<file path="config.mk">
export PLATFORM = sky130hd
export DESIGN_NAME = cs_window_param
export DESIGN_NICKNAME = d
export VERILOG_FILES = /design/src/rtl/cs_window_param.sv
export SDC_FILE = /design/constraint.sdc
export NUM_CORES = 1
export LEC_CHECK = 0
export ABC_AREA = 1
export CORE_UTILIZATION = 40
export CTS_CLUSTER_SIZE = 16
export DETAILED_ROUTE_END_ITERATION = 16
export PLACE_DENSITY = 0.54
export SKIP_LAST_GASP = 1
export SLEW_MARGIN = 20
export SYNTH_ARGS = -nofsm -noshare
export SYNTH_HDL_FRONTEND = slang
export SYNTH_SLANG_ARGS = --single-unit
</file>
<file path="constraint.sdc">
create_clock -name clk -period 24 [get_ports clk]
set_clock_uncertainty 0.15 [all_clocks]
set_input_delay 4.8 -clock clk [delete_from_list [all_inputs] [get_ports clk]]
set_output_delay 4.8 -clock clk [all_outputs]
set_load 0.02 [all_outputs]
</file>
<file path="src/rtl/cs_window_param.sv">
// Sliding-window filter: Y = (sum + DEPTH*appr) >> OUT_SHIFT over the last DEPTH samples.
// Define CS_WINDOW_SAT_EN to saturate Y instead of truncating it.
module cs_window_param #(
  parameter int unsigned DATA_W    = 8,
  parameter int unsigned DEPTH     = 9,
  parameter int unsigned OUT_SHIFT = 3,
  parameter int unsigned OUT_W     = 10
) (
  input  logic              clk,
  input  logic              reset,
  input  logic [DATA_W-1:0] X,
  input  logic              x_valid,
  input  logic              flush,
  output logic [OUT_W-1:0]  Y,
  output logic              y_valid
);

  localparam int unsigned SUM_W  = DATA_W + $clog2(DEPTH) + 1;
  localparam int unsigned FILL_W = $clog2(DEPTH + 1);
  // DEPTH*appr <= sum, so one extra bit covers the final addition
  localparam int unsigned EXT_W  = SUM_W + 1;
  localparam int unsigned WIDE_W = (EXT_W > OUT_W) ? EXT_W : OUT_W + 1;

  logic [DATA_W-1:0] win [DEPTH];
  logic [SUM_W-1:0]  sum;
  logic [FILL_W-1:0] fill;
  logic              pend;

  logic [FILL_W-1:0] fill_inc_c;
  logic [SUM_W-1:0]  avg_c;
  logic [DATA_W-1:0] appr_c;
  logic [WIDE_W-1:0] total_c;
  logic [WIDE_W-1:0] shifted_c;
  logic [OUT_W-1:0]  y_c;

  always_comb begin
    fill_inc_c = (fill == FILL_W'(DEPTH)) ? fill : fill + FILL_W'(1);
  end

  // Largest window sample not exceeding the floor average
  always_comb begin
    avg_c  = sum / SUM_W'(DEPTH);
    appr_c = '0;
    for (int unsigned i = 0; i < DEPTH; i++) begin
      if ((SUM_W'(win[i]) <= avg_c) && (win[i] > appr_c)) begin
        appr_c = win[i];
      end
    end
  end

  always_comb begin
    total_c   = WIDE_W'(sum) + WIDE_W'(appr_c) * WIDE_W'(DEPTH);
    shifted_c = total_c >> OUT_SHIFT;
`ifdef CS_WINDOW_SAT_EN
    y_c = (|(shifted_c >> OUT_W)) ? '1 : OUT_W'(shifted_c);
`else
    y_c = OUT_W'(shifted_c);
`endif
  end

  // Window/sum update on acceptance; result registered one edge later
  always_ff @(posedge clk) begin
    if (reset) begin
      for (int unsigned i = 0; i < DEPTH; i++) begin
        win[i] <= '0;
      end
      sum     <= '0;
      fill    <= '0;
      pend    <= 1'b0;
      Y       <= '0;
      y_valid <= 1'b0;
    end else begin
      y_valid <= pend & ~flush;
      if (pend && !flush) begin
        Y <= y_c;
      end
      pend <= 1'b0;
      if (x_valid) begin
        if (flush) begin
          for (int unsigned i = 1; i < DEPTH; i++) begin
            win[i] <= '0;
          end
          win[0] <= X;
          sum    <= SUM_W'(X);
          fill   <= FILL_W'(1);
        end else begin
          win[0] <= X;
          for (int unsigned i = 1; i < DEPTH; i++) begin
            win[i] <= win[i-1];
          end
          sum  <= sum + SUM_W'(X) - SUM_W'(win[DEPTH-1]);
          fill <= fill_inc_c;
          pend <= (fill_inc_c == FILL_W'(DEPTH));
        end
      end else if (flush) begin
        for (int unsigned i = 0; i < DEPTH; i++) begin
          win[i] <= '0;
        end
        sum  <= '0;
        fill <= '0;
      end
    end
  end

endmodule

</file>
* After elaboration in Yosys (flattened, before gate mapping)
Memories as Yosys holds them, arrays and structs flattened. Index checks and enable logic that the tools add are counted.
Word-level totals: register bits after elaboration 29, bits in writable memories 72, input bits 12, output and inout bits 11, memories kept 1
Operators by class: add/subtract/negate cells 4, $mul 1, divide/modulo/power cells 1, $lt $le $gt $ge 18, equality and inequality tests 2, multiplexer cells 56, bitwise operators 30, reduce and logical (&&, ||, !) cells 13
Memory list:
- win | depth 9, width 8, rd ports 9, clocked after Yosys merged registers in 0, write ports 9, line 24 | logic [DATA_W-1:0] win [DEPTH];
Operator list (count):
- $mux W8 | 36
- $le A8 B13 Y1 | 9
- $gt A8 B8 Y1 | 8
- $mux W13 | 3
- $or A1 B1 Y1 | 27
- $mux W4 | 4
- $add A13 B12 Y13 | 1
- $add A13 B8 Y13 | 1
- $div A13 B4 Y13 const B | 1
- $mux W1 | 13
- $sub A13 B8 Y13 | 1
- $mul A8 B4 Y12 const B | 1
- $logic_and A1 B1 Y1 | 10
- $eq A4 B4 Y1 const B | 2
- $gt A8 B1 Y1 const B | 1
- $add A4 B1 Y4 const B | 1
- $reduce_or A3 Y1 | 1
- $not A1 Y1 | 2
- $reduce_bool A2 Y1 | 1
- $and A1 B1 Y1 | 1
- $logic_not A1 Y1 | 1

* Logic depth before layout (Yosys ltp)
depth in word-level cells 30, depth in mapped cells 181, mapped depth without buffers 176

* Worst setup path before layout
Ideal clock, no wire load.
path kind reg2reg, from register sum[8], to register Y[9], data arrival time 20.322 ns, setup slack 3.411 ns, stages on the path, launching flop included 153, buffers on the path 9, clock period less this slack 20.589 ns, cell sequence dfxtp_1 inv_1 ha_1 o21ai_2 nand2_2 nand2_2 nand2_1 nand2_2 nand3_2 nand2_2 nand2_2 nand2_2 nor2_1 o22ai_1 nand3_1 and3_4 o21ai_2 nor2_1 [117 not listed] nor2_1 nand2_1 a21oi_1 nand2_1 inv_1 clkbuf_1 o21ai_0 ha_1 inv_1 fa_1 inv_1 ha_1 a21oi_1 o21ai_0 a221oi_1 a21oi_1 nor2_1 nor2_1
Between the ends: cells in the longest elaborated chain, start to end 30, elaborated cells between the ends (all ways) 38, classes of those cells add/sub: 1; mul: 1; div: 1; order compare: 17; mux: 9; reduce/logical: 9
Ends and longest elaborated chain:
- start: declaration | line 25 | logic [SUM_W-1:0] sum;
- start signal: assignment | line 84 | sum <= SUM_W'(X);
- start signal: assignment | line 91 | sum <= sum + SUM_W'(X) - SUM_W'(win[DEPTH-1]);
- $div A13 B4 Y13 | line 42 | avg_c = sum / SUM_W'(DEPTH);
- $le A8 B13 Y1 | line 45 | if ((SUM_W'(win[i]) <= avg_c) && (win[i] > appr_c)) begin
- $logic_and A1 B1 Y1 | line 45
- $mux W8 | line 45
- $gt A8 B8 Y1 | line 45
- $logic_and A1 B1 Y1 | line 45
- $mux W8 | line 45
- $gt A8 B8 Y1 | line 45
- [14 not listed]
- $gt A8 B8 Y1 | line 45
- $logic_and A1 B1 Y1 | line 45
- $mux W8 | line 45
- $gt A8 B8 Y1 | line 45
- $logic_and A1 B1 Y1 | line 45
- $mux W8 | line 45
- $mul A8 B4 Y12 | line 52 | total_c = WIDE_W'(sum) + WIDE_W'(appr_c) * WIDE_W'(DEPTH);
- $add A13 B12 Y13 * | line 52
- end signal: assignment | line 75 | Y <= y_c;
- end: declaration | line 14 | output logic [OUT_W-1:0] Y,
Every way passes the cells marked *; elsewhere a longest branch is shown, timed or not. A chain may end at the register's enable or synchronous reset.

* Worst setup path in the final report
Same ends and word-level chain as after synthesis.

==> impl_results.md <==
- Status: finished clean
- CTS max path bufs: 2
- Crit path required time: about 24,000 ps
- TritonCTS buffer count: 9
- Ports: 23
- Largest family of logic cells by synthesized area: simple AND/OR/NAND/NOR gates
- Synth Area per Inst: 6.48 um2
- Die Y: 166 um
- Final nets: 1,858
- Row count: 59
- Initial Util: between 40% and 50%
- Via count: between 10,000 and 15,000
- Root buf cell: clkbuf_16
- Clk pin slew, worst setup/hold paths: 80 ps
- Multiplexer share of the synthesized area: 0%
- Routed WL per cell: 16.2 um
- Post-layout instance area: 11,800 um2
- Largest net degree at the start of global routing: 66
- Layout Area Growth over Synthesis: 10.5%
- Worst-Skew Late Latency: 370 ps
- Routability Congestion: 0.954
- Post-Synth Adder-Cell Area: 21.9%
- Synth top area share: 19.5%
- Placed inst area: 11,300 um2
- Final Non-Filler Cells: 2,005
- Number of routed nets with antenna violations: 0
- H-tree Lvls: 3
- Hold Startpoint: win[6][0]
- Maxcap violations: 0
- Final Hold Vio Count: 0
- Share of flip-flops with an asynchronous set or reset: 0%
- Sinks on Clock Net: ~100
- Post-synth EDFFs: 0
- Post-Syn Area: 10,700 um2
- First-pass GRT wire length: approximately 53,000 um
- Top-count cell post-synth: nand2_1
- WHS Path Cells: 2
- Critical-path maximum fanout: 16
- Remaining DRCs: 0
- Hpwl dp: 24,500 um
- Hold Crit Class: reg -> reg
- Worst Setup End Kind: flip-flop
- Dominant synthesized flop cell: dfxtp_1
- Simple-gate share of the synthesized area: between 30% and 40%
- Crit path from: sum[8]
- Vias in the first global route: 9,972
- CP startpoint kind: flip-flop
- Max-slew violations: 0
- Die X: 166 um
- Setup-failing EPs final: 0
- First DRT Iteration DRCs: ~780
- Yosys warning count: 0
- RR Startpoint: sum[8]
- Crit path largest cell delay: about 490 ps
- Core Region: 26,100 um2
- Yosys reg bits: 101
- Post-Synthesis Net Count: 1,845
- Cells on worst reg2reg path: roughly 150
- Cell mode on critical path: nand2_1
- Area fraction in compound gates after synthesis: around 17%
- Rel. slew slack: between 30 and 40%
- CTS tree: built
- WL final: 32,400 um
- Commonest cells post-synth: nand2_1, a21oi_1, inv_1, ha_1, nand3_1
- Antenna violations before repair: 0
- Post-Syn Instances: between 1,500 and 2,000
- Number of fillers in the final layout: 2,805
- Sequential share of the synthesized area: 18.9%
- Min Tclk post-route: around 22,000 ps
- Post-synth top area cell: ha_1
- WS Path Type: reg -> reg
- Placed insts: 1,975
- First-pass DRT Iterations: 5
- Total grt overflow: 0
- Crit share post-route: 90.4%
- XOR/XNOR Fraction of Synth Area: 2.13%
- Hold Slack: roughly 340 ps
- Die Area: 27,400 um2
- Fmax: roughly 46 MHz
- Diodes inserted: 0
- Crit-path slowest cell: fa_1
- Setup TNS: 0 ps
- Via-per-instance ratio: 5.34
- Synth cell types: 51
- Layout cell share with drive strength beyond 1: 7.78%
- Buffers on Ports: 22
- WP data arrival: 21,810 ps
- Slew @ Worst Pin: between 1000 and 1500 ps
- All-Layer GR Usage: 23.9%
- Synth top area cells: ha_1, dfxtp_1, nand2_1, a21oi_1, nand3_1
kinds of logic after synthesis:
logic type               after synthesis
AND/OR/NAND/NOR                      756
AO/OA/AOI/OAI                        343
buffers and inverters                247
adder cells (fa/ha/maj)              180
flip-flops                           101
XOR/XNOR                              26
worst paths after layout:
path | to | slack (ps)
worst max-delay path | Y[9] | 2300
worst min-delay path | win[7][0] | 340
worst max register to register | Y[9] | 2300
worst min register to register | win[7][0] | 340
through the flow:
step	setup slack [ps]	utilization [%]
after global routing	-25.9	45.3
after CTS	13.4	44.3
after detailed placement	33.5	43.1
after global placement	299	43.1
final	2300	45.3
after floorplan	3410	-
metal layers:
| metal | part of all wire [%] | vias to the layer above | GRT usage [%] | routed length [um] |
|---|---|---|---|---|
| met3 | 3.2 | 23 | 2.15 | 1050 |
| met5 | 0 | - | 0 | 0 |
| met1 | 51 | 4921 | 35.0 | 16600 |
| met2 | 45 | 190 | 38.2 | 14500 |
| li1 | - | 5566 | - | - |
| met4 | 0.91 | 0 | 4.67 | 294 |
what timing repair did:
| action | 4_1_cts | 5_1_grt |
|---|---|---|
| cloned | 0 | 3 |
| pin swaps | 0 | 8 |
| hold buffers | 0 | 0 |
| gates resized for setup | 1 | 74 |
| buffers inserted | 0 | 12 |
| endpoints found under the setup margin | 1 | 10 |
critical path, delay by kind of cell, from the launching register on:
family,cells,cell delay [ps]
AOI/OAI and AO/OA,33,5820
xor gates and xnor gates,1,180
adders and majority gates,14,4160
buffers and inverters,16,1600
DFF,1,420
and+or+nand+nor,82,9210
final cells by class:
type                       count  area [um2]  area share [%]
multi-input combinational   1306        7910            66.8
sequential                   101        2020            17.1
inverter                     202         769            6.50
tap                          335         419            3.54
timing repair buffer          44         385            3.26
clock buffer                  10         229            1.93
clock inverter                 5        83.8           0.708
timing repair inverter         2        15.0           0.127
state kept, by name, indices dropped and copies added, names as in the netlist:
| signal | count |
|---|---|
| pend | 1 |
| win | 72 |
| fill | 4 |
| y_valid | 1 |
| Y | 10 |
| sum | 13 |
cell usage in the layout, fill, tap and decap left out, drive strengths merged:
master and instances:
xnor2 10, nand2 431, o221ai 1, nand4 25
nor3 19, nand3b 8, a21o 3, o21ai 121
o211ai 1, nor4 1, a211oi 8, inv 192
nor4b 1, a21oi 190, fa 13, a221oi 2
a22oi 2, clkinv 10, xor2 16, clkbuf 10
clkdlybuf4s50 22, buf 22, ha 167, o21a 3
or3 2, clkinvlp 5, and3 2, bufinv 2
nand3 156, and2 3, o22ai 1, nor2 106
o31ai 2, or2 3, dfxtp 101, a31oi 3
o21bai 6
Power is left out: the tool's default activity adds up to more than one toggle a clock period on the data nets, which glitch-free logic cannot reach.
